--- config.mk ---
export PLATFORM = sky130hd
export DESIGN_NAME = nes_pad_responder
export DESIGN_NICKNAME = d
export VERILOG_FILES = /design/src/rtl/nes_pkg.sv /design/src/rtl/nes_sync_edge.sv /design/src/rtl/nes_pad_responder.sv
export SDC_FILE = /design/constraint.sdc
export NUM_CORES = 1
export LEC_CHECK = 0
export CAP_MARGIN = 30
export CELL_PAD_IN_SITES_DETAIL_PLACEMENT = 1
export CELL_PAD_IN_SITES_GLOBAL_PLACEMENT = 2
export CORE_ASPECT_RATIO = 0.6
export CORE_UTILIZATION = 30
export DETAILED_ROUTE_END_ITERATION = 8
export PLACE_DENSITY = 0.73
export SLEW_MARGIN = 20
export SYNTH_ARGS = -nofsm -noshare
export SYNTH_HDL_FRONTEND = slang
export SYNTH_SLANG_ARGS = --single-unit
--- constraint.sdc ---
create_clock -name clk -period 2.9 [get_ports clk]
set_clock_uncertainty 0.15 [all_clocks]
set_input_delay 0.58 -clock clk [delete_from_list [all_inputs] [get_ports clk]]
set_output_delay 0.58 -clock clk [all_outputs]
set_load 0.1 [all_outputs]
--- src/rtl/nes_pkg.sv ---
// Shared types and constants for the NES controller pad responder.
// State enum, button bit positions and frame constants.
package nes_pkg;

  typedef enum logic [1:0] {
    ST_IDLE  = 2'd0,
    ST_LOAD  = 2'd1,
    ST_SHIFT = 2'd2
  } nes_state_t;

  localparam int BTN_A      = 0;
  localparam int BTN_B      = 1;
  localparam int BTN_SELECT = 2;
  localparam int BTN_START  = 3;
  localparam int BTN_UP     = 4;
  localparam int BTN_DOWN   = 5;
  localparam int BTN_LEFT   = 6;
  localparam int BTN_RIGHT  = 7;

  localparam int   NES_BITS         = 8;
  localparam logic NES_OVERFLOW_VAL = 1'b0;

endpackage

--- src/rtl/nes_sync_edge.sv ---
// Multi-flop synchronizer with registered-history edge detect.
// Flops reset to 0, so a high input at reset release yields one rise.
module nes_sync_edge #(
  parameter int STAGES = 2
) (
  input  logic clk,
  input  logic rst_n,
  input  logic d,
  output logic level,
  output logic rise,
  output logic fall
);

  logic [STAGES-1:0] sync_q;
  logic              prev_q;

  always_ff @(posedge clk or negedge rst_n) begin
    if (!rst_n) begin
      sync_q <= '0;
      prev_q <= 1'b0;
    end else begin
      sync_q <= {sync_q[STAGES-2:0], d};
      prev_q <= sync_q[STAGES-1];
    end
  end

  assign level = sync_q[STAGES-1];
  assign rise  = level & ~prev_q;
  assign fall  = ~level & prev_q;

endmodule

--- src/rtl/nes_pad_responder.sv ---
// NES pad emulator: answers console latch/pulse with serial buttons.
// Optional idle-pulse watchdog enabled by NES_RESP_TIMEOUT_EN.
module nes_pad_responder
  import nes_pkg::*;
#(
  parameter int SYNC_STAGES    = 2,
  parameter int TIMEOUT_CYCLES = 1_000_000
) (
  input  logic       clk,
  input  logic       sysreset_n,
  input  logic       nes_latch,
  input  logic       nes_pulse,
  input  logic [7:0] buttons,
  output logic       nes_data,
  output logic       busy,
  output logic       frame_done,
  output logic       timeout
);

  localparam logic [3:0] IDX_END = 4'(NES_BITS);

  nes_state_t state, state_d;
  logic [3:0] bit_idx, bit_idx_d;
  logic [3:0] idx_nx;
  logic [7:0] snap, snap_d;
  logic       nes_data_d;
  logic       frame_done_d;

  logic latch_level, latch_rise, latch_fall;
  logic pulse_level, pulse_rise, pulse_fall;
  logic pulse_unused;

  nes_sync_edge #(.STAGES(SYNC_STAGES)) u_latch_sync (
    .clk   (clk),
    .rst_n (sysreset_n),
    .d     (nes_latch),
    .level (latch_level),
    .rise  (latch_rise),
    .fall  (latch_fall)
  );

  nes_sync_edge #(.STAGES(SYNC_STAGES)) u_pulse_sync (
    .clk   (clk),
    .rst_n (sysreset_n),
    .d     (nes_pulse),
    .level (pulse_level),
    .rise  (pulse_rise),
    .fall  (pulse_fall)
  );

  assign pulse_unused = pulse_level ^ pulse_fall;

`ifdef NES_RESP_TIMEOUT_EN
  localparam int WD_W = $clog2(TIMEOUT_CYCLES + 1);
  localparam logic [WD_W-1:0] WD_LAST = WD_W'(TIMEOUT_CYCLES - 1);

  logic [WD_W-1:0] wd_cnt, wd_cnt_d;
  logic            timeout_d;
`endif

  always_comb begin
    state_d      = state;
    bit_idx_d    = bit_idx;
    snap_d       = snap;
    nes_data_d   = nes_data;
    frame_done_d = 1'b0;
    idx_nx       = bit_idx + 4'd1;
`ifdef NES_RESP_TIMEOUT_EN
    wd_cnt_d     = wd_cnt;
    timeout_d    = 1'b0;
`endif
    // Latch edge beats everything, including a coincident pulse edge.
    if (latch_rise) begin
      state_d    = ST_LOAD;
      bit_idx_d  = '0;
      snap_d     = buttons;
      nes_data_d = ~buttons[BTN_A];
`ifdef NES_RESP_TIMEOUT_EN
      wd_cnt_d   = '0;
`endif
    end else begin
      unique case (state)
        ST_IDLE: begin
          bit_idx_d  = '0;
          nes_data_d = 1'b1;
        end
        ST_LOAD: begin
          if (latch_fall) begin
            state_d    = ST_SHIFT;
            bit_idx_d  = '0;
            nes_data_d = ~snap[BTN_A];
`ifdef NES_RESP_TIMEOUT_EN
            wd_cnt_d   = '0;
`endif
          end else if (latch_level) begin
            snap_d     = buttons;
            nes_data_d = ~buttons[BTN_A];
          end
        end
        ST_SHIFT: begin
          if (pulse_rise && bit_idx < IDX_END) begin
            bit_idx_d = idx_nx;
`ifdef NES_RESP_TIMEOUT_EN
            wd_cnt_d  = '0;
`endif
            if (idx_nx == IDX_END) begin
              nes_data_d   = NES_OVERFLOW_VAL;
              frame_done_d = 1'b1;
            end else begin
              nes_data_d = ~snap[idx_nx[2:0]];
            end
          end else if (pulse_rise) begin
            nes_data_d = NES_OVERFLOW_VAL;
          end
`ifdef NES_RESP_TIMEOUT_EN
          else if (bit_idx < IDX_END) begin
            if (wd_cnt == WD_LAST) begin
              timeout_d  = 1'b1;
              state_d    = ST_IDLE;
              bit_idx_d  = '0;
              nes_data_d = 1'b1;
              wd_cnt_d   = '0;
            end else begin
              wd_cnt_d = wd_cnt + 1'b1;
            end
          end
`endif
        end
        default: begin
          state_d    = ST_IDLE;
          bit_idx_d  = '0;
          nes_data_d = 1'b1;
        end
      endcase
    end
  end

  always_ff @(posedge clk or negedge sysreset_n) begin
    if (!sysreset_n) begin
      state      <= ST_IDLE;
      bit_idx    <= '0;
      snap       <= 8'h00;
      nes_data   <= 1'b1;
      frame_done <= 1'b0;
    end else begin
      state      <= state_d;
      bit_idx    <= bit_idx_d;
      snap       <= snap_d;
      nes_data   <= nes_data_d;
      frame_done <= frame_done_d;
    end
  end

`ifdef NES_RESP_TIMEOUT_EN
  always_ff @(posedge clk or negedge sysreset_n) begin
    if (!sysreset_n) begin
      wd_cnt  <= '0;
      timeout <= 1'b0;
    end else begin
      wd_cnt  <= wd_cnt_d;
      timeout <= timeout_d;
    end
  end
`else
  assign timeout = 1'b0;
`endif

  assign busy = (state != ST_IDLE);

endmodule

==> Implementation_results.wiki <==
{| class="wikitable"
! Metric !! Value
|-
| Final setup vio count || 0
|-
| Synthesized area divided by synthesized cell count || 11.96 sq um
|-
| Placer Congestion || 0.7274
|-
| Slew Limit Headroom || 64.42%
|-
| Relative contribution of the clock network to total power || 24.5%
|-
| Placement-stage worst setup slack || 998.4 ps
|-
| Number of clock sinks || 22
|-
| Critical path's most frequent cell || inv_1
|-
| Cell with the most instances after synthesis || dfrtp_1
|-
| Area grow syn2layout || 24.44%
|-
| Share of synthesized flip-flops with an asynchronous set or reset || 100.0%
|-
| Post-synth cell types || 30
|-
| Switching power of the nets || 0.4317 mW
|-
| Setup Total Neg Slack || 0 ps
|-
| Run status || complete, no violations
|-
| Port Buffer Count || 14
|-
| Top achievable clock speed || 498.5 MHz
|-
| Ratio of cells with drive above 1 in the final layout || 19.63%
|-
| Setup slack of the critical path after layout || 894.0 ps
|-
| DR vias/cell || 4.717
|-
| Placed cell area || 1254 sq um
|-
| Htree depth || 1
|-
| Multi-input combinational cell area || 471.7 sq um
|-
| Most numerous cell types in the synthesized netlist || dfrtp_1, inv_1, mux2_2
|-
| Max incr delay on CP || 390 ps
|-
| Post-layout instance area || 1325 sq um
|-
| Worst-path cell with the longest stage delay || dfrtp_1
|-
| Power per Cell Area || 889.3 nW/um^2
|-
| CTS tree || done
|-
| Post-CTS clock slew at the launch and capture registers of the worst setup and hold paths || 80 ps
|-
| Switching power as a share of total power || 36.63%
|-
| Maximum clock path buffer count || 2
|-
| Hold violation count in the final report || 0
|-
| Prevailing post-synth register cell || dfrtp_1
|-
| Kind of critical path || register to primary output
|-
| Vias in the first global route || 718
|-
| Filler cell count || 380
|-
| Starting utilization of the core area || 32.04%
|-
| Tmin final || 2006 ps
|-
| Top fanout value on the critical path || 3
|-
| Setup repair after global routing missed its margin || false
|-
| Share of the synthesized area in the top cell type || 49.35%
|-
| Sort of element at the end of the critical path || primary output
|-
| Register area || 551.8 sq um
|-
| Worst vdd rail ir drop || 0.3084 mV
|-
| DR DRC count || 0
|-
| Height of the die || 48.15 um
|-
| Critical path cell sequence || inv_1 -> ha_1 -> inv_1 -> buf_4
|-
| CTS root buf || clkbuf_8
|-
| Net count after synthesis || 107
|-
| Worst Max-Slew Pin Slew || 532.1 ps
|-
| Detailed-router iteration count before antenna repair || 4
|-
| P_leak || 0.5824 nW
|-
| Number of standard-cell rows in the floorplan || 16
|-
| EDFF count, synth || 0
|-
| Violation count after the first detailed-routing iteration || 24
|-
| Combinational share of power || 38.6%
|-
| Post-synthesis cell area || 1065 sq um
|-
| Cells resized by post-CTS repair || 0
|-
| Insertion delay of the later-clocked pin in the worst-skew pair || 260 ps
|-
| Total Routed Length || 2390 um
|-
| Final core utilization || 39.87%
|-
| CTS buffer count || 3
|-
| Internal portion of total power || 0.7467 mW
|-
| Number of pins exceeding their max-slew limit in the final report || 0
|-
| Number of warnings reported in the yosys synthesis log || 0
|-
| Via total after detailed routing || 717
|-
| Final cycle utilization of the critical path || 69.17%
|-
| Required time at the worst-slack endpoint || 2170 ps
|-
| CP delay by family, top || buffers and inverters
|-
| Global-route total usage across every layer || 14.68%
|-
| Diodes inserted || 0
|-
| Gate count of the mapped netlist || 89
|-
| Synthesis-stage register bit count || 22
|-
| Antenna violations before repair || 0
|-
| Type of the most critical hold path || register to register
|-
| Count of nets left with antenna violations after detail routing || 0
|-
| Pin count of the biggest net entering global routing || 14
|-
| Area of the core || 3323 sq um
|-
| Count of buffer and inverter cells on the critical path || 3
|-
| Crit start category || register
|-
| Final Net Count || 126
|-
| Half-perimeter wire length after placement || 1906 um
|-
| Largest cells by area after synthesis || dfrtp_1, mux2_2, ha_1
|-
| GRT overflow || 0
|-
| Dominant cell type by area after synthesis || dfrtp_1
|-
| Hold buffer count at CTS || 0
|-
| Sequential power share || 37.0%
|-
| Post-CTS setup buffers || 0
|-
| Data arrival time of the worst path || 1280 ps
|-
| Part of the Yosys area used for sequential elements || 51.82%
|-
| Die width || 78.91 um
|-
| First-pass GRT wire length || 3822 um
|-
| Die Area || 3799 sq um
|-
| Ports || 16
|-
| Average wire per cell in the routed design || 15.72 um
|-
| Max capacitance violation total || 0
|}
[path summary, 6_finish.rpt]
check | from | to | slack [ps] | depth (start not counted)
hold / removal | u_latch_sync.sync_q[0] | u_latch_sync.sync_q[1] | 210 | 0
min in group asynchronous | sysreset_n | bit_idx[2] | 510 | 1
hold reg to reg | u_latch_sync.sync_q[0] | u_latch_sync.sync_q[1] | 210 | 0
max in group asynchronous | sysreset_n | u_latch_sync.sync_q[0] | 1510 | 2
setup / recovery | state[0] | busy | 890 | 4
setup reg to reg | u_latch_sync.sync_q[1] | bit_idx[1] | 1010 | 6
[layout make-up]
type,instances,share of cell area (%)
Clock buffer,3,3.116
Inverter,9,2.550
Multi-Input combinational cell,57,35.60
Sequential cell,22,41.64
Clock inverter,1,2.266
Tap cell,45,4.249
Timing Repair Buffer,15,10.58
[stage by stage]
step	power [mW]	std cells	hold slack, ps
after floorplan	0.7794	89	134.4
after global placement	0.8870	148	185.9
final	1.178	152	206.7
after detailed placement	0.9014	148	191.0
after global routing	1.251	152	218.5
after CTS	1.190	152	210.2
[routing by layer]
metal,GRT usage [%],part of all wire (%),up-vias
met5,0,0,-
met1,21.45,52,351
met4,3.273,0.59,0
met2,21.57,43,15
li1,-,-,349
met3,4.486,4.5,2
[worst register-to-register path: stages (launching register included)]
cell and delay [ps]:
dfrtp_1 410, inv_1 70, ha_1 320, nand2_1 240, inv_1 80, or3_1 370
o21ai_0 170
[registers in the layout (all words and copies together) (netlist names)]
signal and cells:
bit_idx 4, frame_done 1, nes_data 1, snap 8, state 2, u_latch_sync.prev_q 1, u_latch_sync.sync_q 2, u_pulse_sync.prev_q 1
u_pulse_sync.sync_q 2
[power groups by stage]
stage	Combinational, mW	Sequential (mW)	Clock [mW]
3_3_place_gp	0.451	0.436	0
5_1_grt	0.494	0.449	0.308
3_5_place_dp	0.458	0.443	0
4_1_cts	0.459	0.438	0.293
2_1_floorplan	0.304	0.476	0
6_report	0.454	0.436	0.288
[cell usage in the layout (no fill, tap or decap), types with 4 or more instances in the layout]
| cell type | instances |
|---|---|
| dfrtp_1 | 21 |
| clkdlybuf4s50_1 | 11 |
| a21oi_1 | 4 |
| mux2_2 | 8 |
| ha_1 | 6 |
| buf_4 | 4 |
| inv_1 | 9 |
| o21ai_0 | 6 |
| nand2_1 | 5 |
[cells by family (layout without fill, tap and decap cells)]
group / Yosys count / in the layout / share of synthesized area [%]
fa+ha+maj: 6 / 6 / 7.050
mux: 11 / 11 / 14.34
buf+inv: 10 / 28 / 3.878
other cells: 1 / 1 / 0.3522
compound gates: 20 / 20 / 12.10
simple gates: 18 / 18 / 9.637
xor+xnor: 1 / 1 / 0.8227
flops: 22 / 22 / 51.82
Power figures use the tool's default switching activity.
